## src/rtl/cmd_start_arbiter.sv

```systemverilog
// cmd_start_arbiter: shares one command sequencer between N_REQ start requesters.
// Requests are latched into a pending register, one is picked round-robin, and a
// single-cycle start pulse is issued. The arbiter then follows the sequencer's ready
// handshake through one full sequence and enforces a holdoff gap before the next start.

module cmd_start_arbiter #(
  parameter int unsigned N_REQ    = 4,
  parameter int unsigned ID_WIDTH = 2
) (
  input  logic                CMD_CLK,
  input  logic                CMD_RST,
  input  logic [N_REQ-1:0]    REQ,
  input  logic [N_REQ-1:0]    REQ_ENABLE,
  input  logic [15:0]         CONF_HOLDOFF,
  input  logic [15:0]         CONF_TIMEOUT,
  input  logic                CLEAR,
  input  logic                CMD_READY,
  output logic                CMD_START,
  output logic [N_REQ-1:0]    GRANT,
  output logic [ID_WIDTH-1:0] GRANT_ID,
  output logic [N_REQ-1:0]    PENDING,
  output logic                BUSY,
  output logic [15:0]         DROP_CNT,
  output logic                TIMEOUT_ERR
);

  typedef enum logic [1:0] {
    StIdle     = 2'd0,
    StWaitBusy = 2'd1,
    StWaitDone = 2'd2,
    StHoldoff  = 2'd3
  } state_e;

  localparam logic [ID_WIDTH-1:0] LastIdx = ID_WIDTH'(N_REQ - 1);

  // State and datapath registers
  state_e              state_q, state_d;
  logic [ID_WIDTH-1:0] ptr_q, ptr_d;
  logic [N_REQ-1:0]    pending_q, pending_d;
  logic                cmd_start_q, cmd_start_d;
  logic [N_REQ-1:0]    grant_q, grant_d;
  logic [ID_WIDTH-1:0] grant_id_q, grant_id_d;
  logic [15:0]         drop_cnt_q, drop_cnt_d;
  logic                timeout_err_q, timeout_err_d;
  logic [15:0]         tmo_cnt_q, tmo_cnt_d;
  logic [15:0]         conf_tmo_q, conf_tmo_d;
  logic [15:0]         hold_cnt_q, hold_cnt_d;

  // Selection signals
  logic [N_REQ-1:0]    eligible;
  logic                hi_valid, lo_valid;
  logic [ID_WIDTH-1:0] hi_idx, lo_idx;
  logic                sel_valid;
  logic [ID_WIDTH-1:0] sel_idx;
  logic [N_REQ-1:0]    sel_onehot;
  logic                issue;

  // Pending and drop bookkeeping
  logic [N_REQ-1:0]    arrive;
  logic [N_REQ-1:0]    granted;
  logic [N_REQ-1:0]    drop_vec;
  logic [3:0]          drop_num;
  logic [16:0]         drop_base;
  logic [16:0]         drop_sum;

  // FSM helpers
  logic                tmo_fire;
  logic [15:0]         tmo_inc;

  // Round-robin pick: lowest eligible index at or above the pointer, else lowest overall.
  // A requester whose enable is low is never picked, even if its pending bit is still set.
  always_comb begin
    eligible = pending_q & REQ_ENABLE;
    hi_valid = 1'b0;
    lo_valid = 1'b0;
    hi_idx   = '0;
    lo_idx   = '0;
    for (int k = 0; k < N_REQ; k++) begin
      if (!hi_valid && eligible[k] && (ID_WIDTH'(k) >= ptr_q)) begin
        hi_valid = 1'b1;
        hi_idx   = ID_WIDTH'(k);
      end
      if (!lo_valid && eligible[k]) begin
        lo_valid = 1'b1;
        lo_idx   = ID_WIDTH'(k);
      end
    end
    sel_valid  = hi_valid | lo_valid;
    sel_idx    = hi_valid ? hi_idx : lo_idx;
    sel_onehot = {{(N_REQ-1){1'b0}}, 1'b1} << sel_idx;
  end

  // A start is issued only from idle with an idle sequencer and something to serve.
  assign issue = (state_q == StIdle) && CMD_READY && sel_valid;

  // Pending-bit update and saturating drop counter; a same-cycle drop beats CLEAR.
  always_comb begin
    arrive    = REQ & REQ_ENABLE;
    granted   = issue ? sel_onehot : '0;
    // A request arriving while its bit is granted re-arms the bit instead of being lost.
    drop_vec  = arrive & pending_q & ~granted;
    pending_d = REQ_ENABLE & ((pending_q & ~granted) | arrive);
    drop_num  = '0;
    for (int k = 0; k < N_REQ; k++) begin
      drop_num = drop_num + {3'b000, drop_vec[k]};
    end
    drop_base  = CLEAR ? 17'd0 : {1'b0, drop_cnt_q};
    drop_sum   = drop_base + {13'd0, drop_num};
    drop_cnt_d = drop_sum[16] ? 16'hFFFF : drop_sum[15:0];
  end

  // Sequence FSM: start, wait for busy, wait for done, holdoff.
  always_comb begin
    state_d     = state_q;
    ptr_d       = ptr_q;
    cmd_start_d = 1'b0;
    grant_d     = grant_q;
    grant_id_d  = grant_id_q;
    tmo_cnt_d   = tmo_cnt_q;
    conf_tmo_d  = conf_tmo_q;
    hold_cnt_d  = hold_cnt_q;
    tmo_fire    = 1'b0;
    tmo_inc     = tmo_cnt_q + 16'd1;

    unique case (state_q)
      StIdle: begin
        if (issue) begin
          cmd_start_d = 1'b1;
          grant_d     = sel_onehot;
          grant_id_d  = sel_idx;
          ptr_d       = (sel_idx == LastIdx) ? '0 : sel_idx + ID_WIDTH'(1);
          tmo_cnt_d   = '0;
          conf_tmo_d  = CONF_TIMEOUT;
          state_d     = StWaitBusy;
        end
      end
      StWaitBusy: begin
        if (!CMD_READY) begin
          state_d = StWaitDone;
        end else begin
          tmo_cnt_d = tmo_inc;
          // A zero limit disables the timeout; the counter is then free to wrap.
          if ((conf_tmo_q != 16'd0) && (tmo_inc == conf_tmo_q)) begin
            tmo_fire   = 1'b1;
            grant_d    = '0;
            hold_cnt_d = CONF_HOLDOFF;
            state_d    = (CONF_HOLDOFF == 16'd0) ? StIdle : StHoldoff;
          end
        end
      end
      StWaitDone: begin
        if (CMD_READY) begin
          grant_d    = '0;
          hold_cnt_d = CONF_HOLDOFF;
          state_d    = (CONF_HOLDOFF == 16'd0) ? StIdle : StHoldoff;
        end
      end
      StHoldoff: begin
        // Loaded with the holdoff length on entry, so this state lasts exactly that long.
        if (hold_cnt_q <= 16'd1) begin
          state_d = StIdle;
        end else begin
          hold_cnt_d = hold_cnt_q - 16'd1;
        end
      end
      default: state_d = StIdle;
    endcase

    timeout_err_d = tmo_fire | (timeout_err_q & ~CLEAR);
  end

  // Register update with synchronous active-high reset.
  always_ff @(posedge CMD_CLK) begin
    if (CMD_RST) begin
      state_q       <= StIdle;
      ptr_q         <= '0;
      pending_q     <= '0;
      cmd_start_q   <= 1'b0;
      grant_q       <= '0;
      grant_id_q    <= '0;
      drop_cnt_q    <= '0;
      timeout_err_q <= 1'b0;
      tmo_cnt_q     <= '0;
      conf_tmo_q    <= '0;
      hold_cnt_q    <= '0;
    end else begin
      state_q       <= state_d;
      ptr_q         <= ptr_d;
      pending_q     <= pending_d;
      cmd_start_q   <= cmd_start_d;
      grant_q       <= grant_d;
      grant_id_q    <= grant_id_d;
      drop_cnt_q    <= drop_cnt_d;
      timeout_err_q <= timeout_err_d;
      tmo_cnt_q     <= tmo_cnt_d;
      conf_tmo_q    <= conf_tmo_d;
      hold_cnt_q    <= hold_cnt_d;
    end
  end

  assign CMD_START   = cmd_start_q;
  assign GRANT       = grant_q;
  assign GRANT_ID    = grant_id_q;
  assign PENDING     = pending_q;
  assign BUSY        = (state_q != StIdle);
  assign DROP_CNT    = drop_cnt_q;
  assign TIMEOUT_ERR = timeout_err_q;

endmodule
```

## config.mk

```make
export PLATFORM = sky130hd
export DESIGN_NAME = cmd_start_arbiter
export DESIGN_NICKNAME = d
export VERILOG_FILES = /design/src/rtl/cmd_start_arbiter.sv
export SDC_FILE = /design/constraint.sdc
export NUM_CORES = 1
export LEC_CHECK = 0
export ABC_CLOCK_PERIOD_IN_PS = 4350
export BUFFER_PORTS_ARGS = -buffer_cell sky130_fd_sc_hd__buf_4
export CAP_MARGIN = 5
export CORE_MARGIN = 2
export CORE_UTILIZATION = 52
export CTS_CLUSTER_DIAMETER = 150
export DETAILED_ROUTE_END_ITERATION = 10
export PLACE_DENSITY = 0.75
export SLEW_MARGIN = 20
export SYNTH_ARGS = -nofsm -noshare
export SYNTH_HDL_FRONTEND = slang
export SYNTH_SLANG_ARGS = --single-unit
```

## constraint.sdc

```tcl
create_clock -name CMD_CLK -period 4.35 [get_ports CMD_CLK]
set_clock_uncertainty 0.05 [all_clocks]
set_input_delay 0.87 -clock CMD_CLK [delete_from_list [all_inputs] [get_ports CMD_CLK]]
set_output_delay 0.87 -clock CMD_CLK [all_outputs]
set_load 0.01 [all_outputs]
```

==> impl_metrics.ini, run 1 <==
[synth]
synth_enable_flop_cells = 0
synth_flop_cell = dfxtp_1
syn_avg_cell_area_sq_um = 7.72
async_reset_ff_frac = 0
synth_area_sq_um = 4720
yosysUniqueCellTypes = 63
postSynthCellCount = 611
ys_warn_count = 0
mappedNetlistNets = 669
ys_seq_area_frac = 0.340
yosys_register_bits = 80

[power]
p_leak_nw = 2.18
power.density_nw_per_um2 = 347
irDropWorstVdd_mv = 0.136
finalPower_mw = 1.94

[global_route]
grt_usage = 0.246
grt_pass1_wl_mm = 20.1
grt_start_max_net_pins = 78
grt-ovfl-total = 0
antenna_found_initial = 0
grt_pass1_vias = 4282

[cts]
cts_hold_buffers = 0
htreeDepth = 3
insertion_delay_ns = 0.36
cts-buffers-inserted = 9
clk_pin_slew_worst_paths_ns = 0.10
cts_root_buf = clkbuf_8
post-cts-setup-buffers = 0
cts-resized-gates = 0
cts_tree = built
cts_buffer_depth = 2
cts.sinks = 80

[sta]
relSlewSlack = 0.455
hold_slack_ns = 0.428
rsz0062_at_grt = no
fin_crit_ns = 4.14
period_share = 0.951
max_freq_mhz = 242
setup-violations-final = 0
worst_pin_slew_ns = 0.817
setup_ws_ns = 0.213
finalHoldViolCount = 0
maxSlewViolCount = 0

[setup_path]
crit_arrival_ns = 4.38
cp_slowest_cell = fa_1
max_stage_delay_ns = 0.51
crit_start = REQ_ENABLE[0]
start_kind = input pin
cp_max_fo = 9
path_cells = buf_4, nand2_1, buf_4, o21a_1, o22ai_1, ha_1, nand2_1, and4_1, fa_1, inv_1, fa_1, inv_1, fa_1, nand3_1, buf_4, or3_1, a21o_1, a21oi_1
worstReg2RegStart = PENDING[0]
endpoint_kind = register
cp_top_family = adder cells
path_buf_inv = 5
worstPathRequired_ns = 4.59
crit_type = in -> reg

[cells_and_area]
nets = 741
antenna_cells = 0
syn2layout_area_growth_pct = 18.8
drive_above_1_share = 0.176

[drt]
wl_per_cell_microns = 15.4
vias_per_cell = 5.94
firstDrtPassIters = 5
drt_iter0_drc = 277
wirelength_mm = 12.2
vias = 4729
detail-route-antenna-nets = 0
drcViolationCount = 0

[floorplan]
die_w_microns = 99.2
placeableCoreArea_sq_um = 8760
ios = 73
design.die.area_sq_um = 9850
die_h_microns = 99.2
start_util = 0.538
num_rows = 34

[placed_design]
gp_congestion = 0.846
dp_hpwl_mm = 8.75
dp_slack_ns = -0.135
port_buffers = 72

[flow_run]
cap_violations = 0

[min_path]
hold_class = reg -> reg
min_from = GRANT[0]

[run_status]
status = finished, final reports clean
==> synthesized netlist by cell type (3+ instances only) <==
| cell | n | area [sq um] |
|---|---|---|
| a211oi_1 | 5 | 37.5 |
| a21o_1 | 5 | 37.5 |
| a21oi_1 | 66 | 330 |
| a31oi_1 | 7 | 43.8 |
| a32o_1 | 6 | 60.1 |
| and3_1 | 8 | 50.1 |
| and4_1 | 3 | 26.3 |
| clkbuf_1 | 26 | 97.6 |
| dfxtp_1 | 80 | 1600 |
| fa_1 | 3 | 60.1 |
| ha_1 | 11 | 138 |
| inv_1 | 23 | 86.3 |
| mux2i_1 | 8 | 80.1 |
| nand2_1 | 85 | 319 |
| nand2b_1 | 8 | 50.1 |
| nand3_1 | 20 | 100 |
| nand4_1 | 14 | 87.6 |
| nor2_1 | 52 | 195 |
| nor2b_1 | 10 | 62.6 |
| nor3_1 | 29 | 145 |
| nor3b_1 | 7 | 52.6 |
| nor4_1 | 14 | 87.6 |
| o21a_1 | 6 | 45.0 |
| o21ai_0 | 19 | 95.1 |
| o31ai_1 | 8 | 60.1 |
| o32ai_1 | 6 | 52.6 |
| or3_1 | 5 | 31.3 |
| or4_1 | 3 | 22.5 |
| xnor2_1 | 22 | 193 |
| xor2_1 | 10 | 87.6 |
==> through the flow <==
step	area, sq um	util	cells	TNS, ns
2_1_floorplan	4720	-	611	0
3_3_place_gp	5410	0.618	780	0
3_5_place_dp	5410	0.618	780	-0.622
4_1_cts	5600	0.639	796	0
5_1_grt	5600	0.639	796	0
6_report	5600	0.639	796	0
==> worst register-to-register path, stage by stage (launching register included) <==
cell	delay (ns)
dfxtp_1	0.38
nand2_1	0.09
buf_4	0.14
o21a_1	0.17
o22ai_1	0.30
ha_1	0.25
nand2_1	0.07
and4_1	0.22
fa_1	0.51
inv_1	0.06
fa_1	0.41
inv_1	0.09
fa_1	0.20
nand3_1	0.12
buf_4	0.19
or3_1	0.31
a21o_1	0.19
a21oi_1	0.14
==> final cells by class <==
class	instances	area, sq um
Inverter	23	86.3
Sequential cell	80	1600
Multi-Input combinational cell	478	2910
Clock inverter	7	66.3
Clock buffer	9	124
Tap cell	108	135
Timing Repair Buffer	91	683
Fill cell	755	3160
==> power by group <==
part           internal, mW  switching, mW  leakage [nW]
registers             0.775         0.0428         0.648
logic                 0.208          0.388          1.44
clock network         0.218          0.312        0.0892
total                  1.20          0.743          2.18
==> per-layer routing <==
| metal | wire [microns] | track usage | share of wire |
|---|---|---|---|
| met1 | 5590 | 0.338 | 0.46 |
| met4 | 147 | 0.0832 | 0.012 |
| met3 | 846 | 0.0351 | 0.069 |
| met5 | 0 | 0 | 0 |
| met2 | 5650 | 0.397 | 0.46 |
==> placed cells by master (no fill, tap or decap), types with 3 or more instances in the layout <==
| cell type | synthesis | routed |
|---|---|---|
| and4_1 | 3 | 3 |
| nor3b_1 | 7 | 7 |
| nand2b_1 | 8 | 8 |
| inv_1 | 23 | 23 |
| nor4_1 | 14 | 14 |
| xor2_1 | 10 | 10 |
| or3_1 | 5 | 5 |
| o21a_1 | 6 | 6 |
| and3_1 | 8 | 8 |
| nor3_1 | 29 | 29 |
| ha_1 | 11 | 11 |
| o31ai_1 | 8 | 8 |
| a21oi_1 | 66 | 66 |
| a32o_1 | 6 | 6 |
| o32ai_1 | 6 | 6 |
| nor2_1 | 52 | 52 |
| a211oi_1 | 5 | 5 |
| fa_1 | 3 | 3 |
| a31oi_1 | 7 | 7 |
| nand2_1 | 85 | 85 |
| nand3_1 | 20 | 20 |
| clkbuf_8 | 0 | 9 |
| mux2i_1 | 8 | 8 |
| buf_4 | 0 | 91 |
| o21ai_0 | 19 | 19 |
| nor2b_1 | 10 | 10 |
| a21o_1 | 5 | 5 |
| or4_1 | 3 | 3 |
| dfxtp_1 | 80 | 80 |
| nand4_1 | 14 | 14 |
| xnor2_1 | 22 | 22 |
==> worst paths after layout <==
kind / endpoint / slack (ns) / cells past startpoint
max: DROP_CNT[6] / 0.21 / 18
min: GRANT[0] / 0.43 / 2
max reg2reg: DROP_CNT[6] / 0.41 / 17
min reg2reg: GRANT[0] / 0.43 / 2
==> sequential cells by signal, indices dropped and copies added (netlist names) <==
name and cells:
ptr_q 2, CMD_START 1, state_q 2, TIMEOUT_ERR 1
GRANT_ID 2, hold_cnt_q 16, conf_tmo_q 16, tmo_cnt_q 16
GRANT 4, DROP_CNT 16, PENDING 4
==> kinds of logic (layout without fill, tap and decap cells) <==
family,Yosys count,after routing,synth area share
AO/OA/AOI/OAI,149,149,0.202
flip-flops,80,80,0.340
XOR/XNOR,32,32,0.0594
buffers and inverters,53,130,0.0440
AND/OR/NAND/NOR,275,275,0.296
adder cells (fa/ha/maj),14,14,0.0419
multiplexers,8,8,0.0170
No activity file was read; power rests on OpenSTA's default activity.
==> run 2: changes to the inputs <==
--- a/config.mk
+++ b/config.mk
@@ -5,14 +5,15 @@
 export SDC_FILE = /design/constraint.sdc
 export NUM_CORES = 1
 export LEC_CHECK = 0
+export ABC_AREA = 1
 export ABC_CLOCK_PERIOD_IN_PS = 4350
 export BUFFER_PORTS_ARGS = -buffer_cell sky130_fd_sc_hd__buf_4
-export CAP_MARGIN = 5
+export CAP_MARGIN = 10
 export CORE_MARGIN = 2
 export CORE_UTILIZATION = 52
 export CTS_CLUSTER_DIAMETER = 150
 export DETAILED_ROUTE_END_ITERATION = 10
-export PLACE_DENSITY = 0.75
+export PLACE_DENSITY = 0.74
 export SLEW_MARGIN = 20
 export SYNTH_ARGS = -nofsm -noshare
 export SYNTH_HDL_FRONTEND = slang
==> run 2 against run 1 <==
First-iteration DRC count fell by 16%. Clock power up 15%. Routed wire length is 8.0% higher. Non-clock buffer count is 10 higher. Power grew 69%. Worst hold slack lost 0.0011 ns. Register-to-register slack worse by 0.14 ns. Largest cell class unchanged.
==> impl_metrics.ini, run 2 <==
[global_route]
grt-ovfl-total = 0
grt_pass1_vias = 4747
antenna_found_initial = 0
grt_pass1_wl_mm = 21.6
grt_start_max_net_pins = 51
grt_usage = 0.257

[cts]
cts_hold_buffers = 0
cts.sinks = 80
clk_pin_slew_worst_paths_ns = 0.08
insertion_delay_ns = 0.36
htreeDepth = 3
cts_tree = built
cts-buffers-inserted = 9
cts_root_buf = clkbuf_8
cts_buffer_depth = 2

[floorplan]
num_rows = 36
start_util = 0.526
ios = 73
die_h_microns = 103
placeableCoreArea_sq_um = 9640
die_w_microns = 103
design.die.area_sq_um = 10600

[placed_design]
post_dp_cell_area_sq_um = 5850
dp_hpwl_mm = 9.70
dp_slack_ns = -0.313
gp_congestion = 0.881
port_buffers = 72

[power]
power.density_nw_per_um2 = 530
irDropWorstVdd_mv = 0.214
p_leak_nw = 2.88

[synth]
synthXorXnorAreaFrac = 0.0269
ys_warn_count = 0
mappedNetlistNets = 828
yosys.area_share.adder = 0.0390
postSynthCellCount = 770
yosysTopAreaCell = dfxtp_1
synth_enable_flop_cells = 0
synth_flop_cell = dfxtp_1
synth_compound_area_frac = 0.166
synth_top_family_by_area = simple AND/OR/NAND/NOR gates
ys_seq_area_frac = 0.316
yosys_register_bits = 80
synthMuxAreaShare = 0.00197
synth_top_area_frac = 0.316
async_reset_ff_frac = 0
synthSimpleGateAreaFrac = 0.331
ys_top_cells_by_count = 151 x nand2_1, 120 x inv_1, 105 x nor2_1
synth_area_sq_um = 5070
synthMostInstantiatedCell = nand2_1
synth_area_leaders = dfxtp_1 32%, nand2_1 11%, inv_1 8.9%
syn_avg_cell_area_sq_um = 6.59
yosysUniqueCellTypes = 42

[run_status]
status = finished, final reports clean

[cells_and_area]
design_area_sq_um = 6210
fillCellCount = 915
syn2layout_area_growth_pct = 22.5
antenna_cells = 0
layout_common_cells = 147 x nand2_1, 113 x inv_1, 103 x nor2_1
final_common_cell = nand2_1
drive_above_1_share = 0.207
nets = 914

[sta]
fin_setup_tns_ns = 0
relSlewSlack = 0.415
rsz0062_at_grt = yes
period_share = 0.968
worst_pin_slew_ns = 0.877
setup-violations-final = 0
setup_ws_ns = 0.140
max_freq_mhz = 238
finalHoldViolCount = 0
fin_crit_ns = 4.21
maxSlewViolCount = 0

[drt]
vias = 5305
vias_per_cell = 5.34
drt_iter0_drc = 233
detail-route-antenna-nets = 0
wirelength_mm = 13.2
wl_per_cell_microns = 13.3
drcViolationCount = 0
firstDrtPassIters = 5

[setup_path]
cp_max_fo = 6
crit_arrival_ns = 4.45
crit_type = in -> reg
worstPathRequired_ns = 4.59
endpoint_kind = register
start_kind = input pin

[flow_run]
cap_violations = 0

[min_path]
hold_class = reg -> reg
==> run 2: cell types whose count changed after synthesis, sizes merged, moves of 19 or more <==
cell	previous run	this run
inv	23	121
nand2	85	159
nor2	53	115
nand3	22	50
o21ai	21	47
nor3	31	9
xnor2	22	3
==> run 2: layout make-up <==
cell class,count,area (sq um),share of cell area
Timing Repair Buffer,101,777,0.125
Multi-Input combinational cell,543,3000,0.483
Inverter,121,457,0.0735
Clock inverter,5,81.3,0.0131
Tap cell,133,166,0.0268
Clock buffer,11,131,0.0211
Sequential cell,80,1600,0.258
==> run 2: repair_timing <==
item,in CTS,in global routing
endpoints found under the hold margin,0,0
setup buffers,0,5
resized for setup,0,30
setup endpoints to repair,0,16
==> run 2: metal layers <==
layer  GRT usage  vias up  wire length, microns
met2       0.408      177                  6010
met4      0.0719        0                   193
met3      0.0447       22                   851
met1       0.361     2432                  6160
met5           0        -                     0
li1            -     2674                     -
==> run 2: kinds of logic (layout without fill, tap and decap cells) <==
family	count (synthesis)	after routing
AOI/OAI and AO/OA	143	143
xor gates and xnor gates	14	14
adders and majority gates	14	14
buffers and inverters	147	238
DFF	80	80
muxes	1	1
and+or+nand+nor	371	371
==> run 2: report_power, final <==
part	internal (mW)	leakage, nW	switching (mW)	total, mW
Combinational	0.584	2.12	0.982	1.57
Clock	0.324	0.104	0.283	0.607
Sequential	0.926	0.654	0.192	1.12
==> run 2: path summary, 6_finish.rpt <==
check                     start           to  slack, ns  cells past startpoint
hold / removal      TIMEOUT_ERR  TIMEOUT_ERR       0.43                      2
setup / recovery  REQ_ENABLE[0]  DROP_CNT[7]       0.14                     25
setup reg to reg     PENDING[0]  DROP_CNT[7]       0.27                     23
hold reg to reg     TIMEOUT_ERR  TIMEOUT_ERR       0.43                      2
==> run 2: through the flow <==
stage               cells  total power [mW]  utilization  hold slack (ns)
floorplan             770              2.34            -            0.407
global placement      973              2.62        0.607            0.421
detailed placement    973              2.67        0.607            0.415
CTS                   989              3.28        0.629            0.435
global route          994              3.61        0.645            0.455
finish                994              3.29        0.645            0.427
==> run 2: worst max-delay path: stages <==
cell and delay (ns):
buf_8 0.10, nand2_4 0.07, nor3_4 0.05, a21oi_4 0.16, nand2_4 0.09, a21oi_4 0.15
a21boi_2 0.08, inv_1 0.09, ha_2 0.17, inv_2 0.04, o211ai_1 0.16, inv_1 0.09
fa_1 0.56, inv_2 0.04, fa_2 0.34, inv_2 0.07, fa_2 0.20, nand2_2 0.05
nor2_2 0.12, and3_4 0.20, nand4_1 0.12, nor2_1 0.15, nand3_2 0.17, buf_6 0.19
a21oi_2 0.12
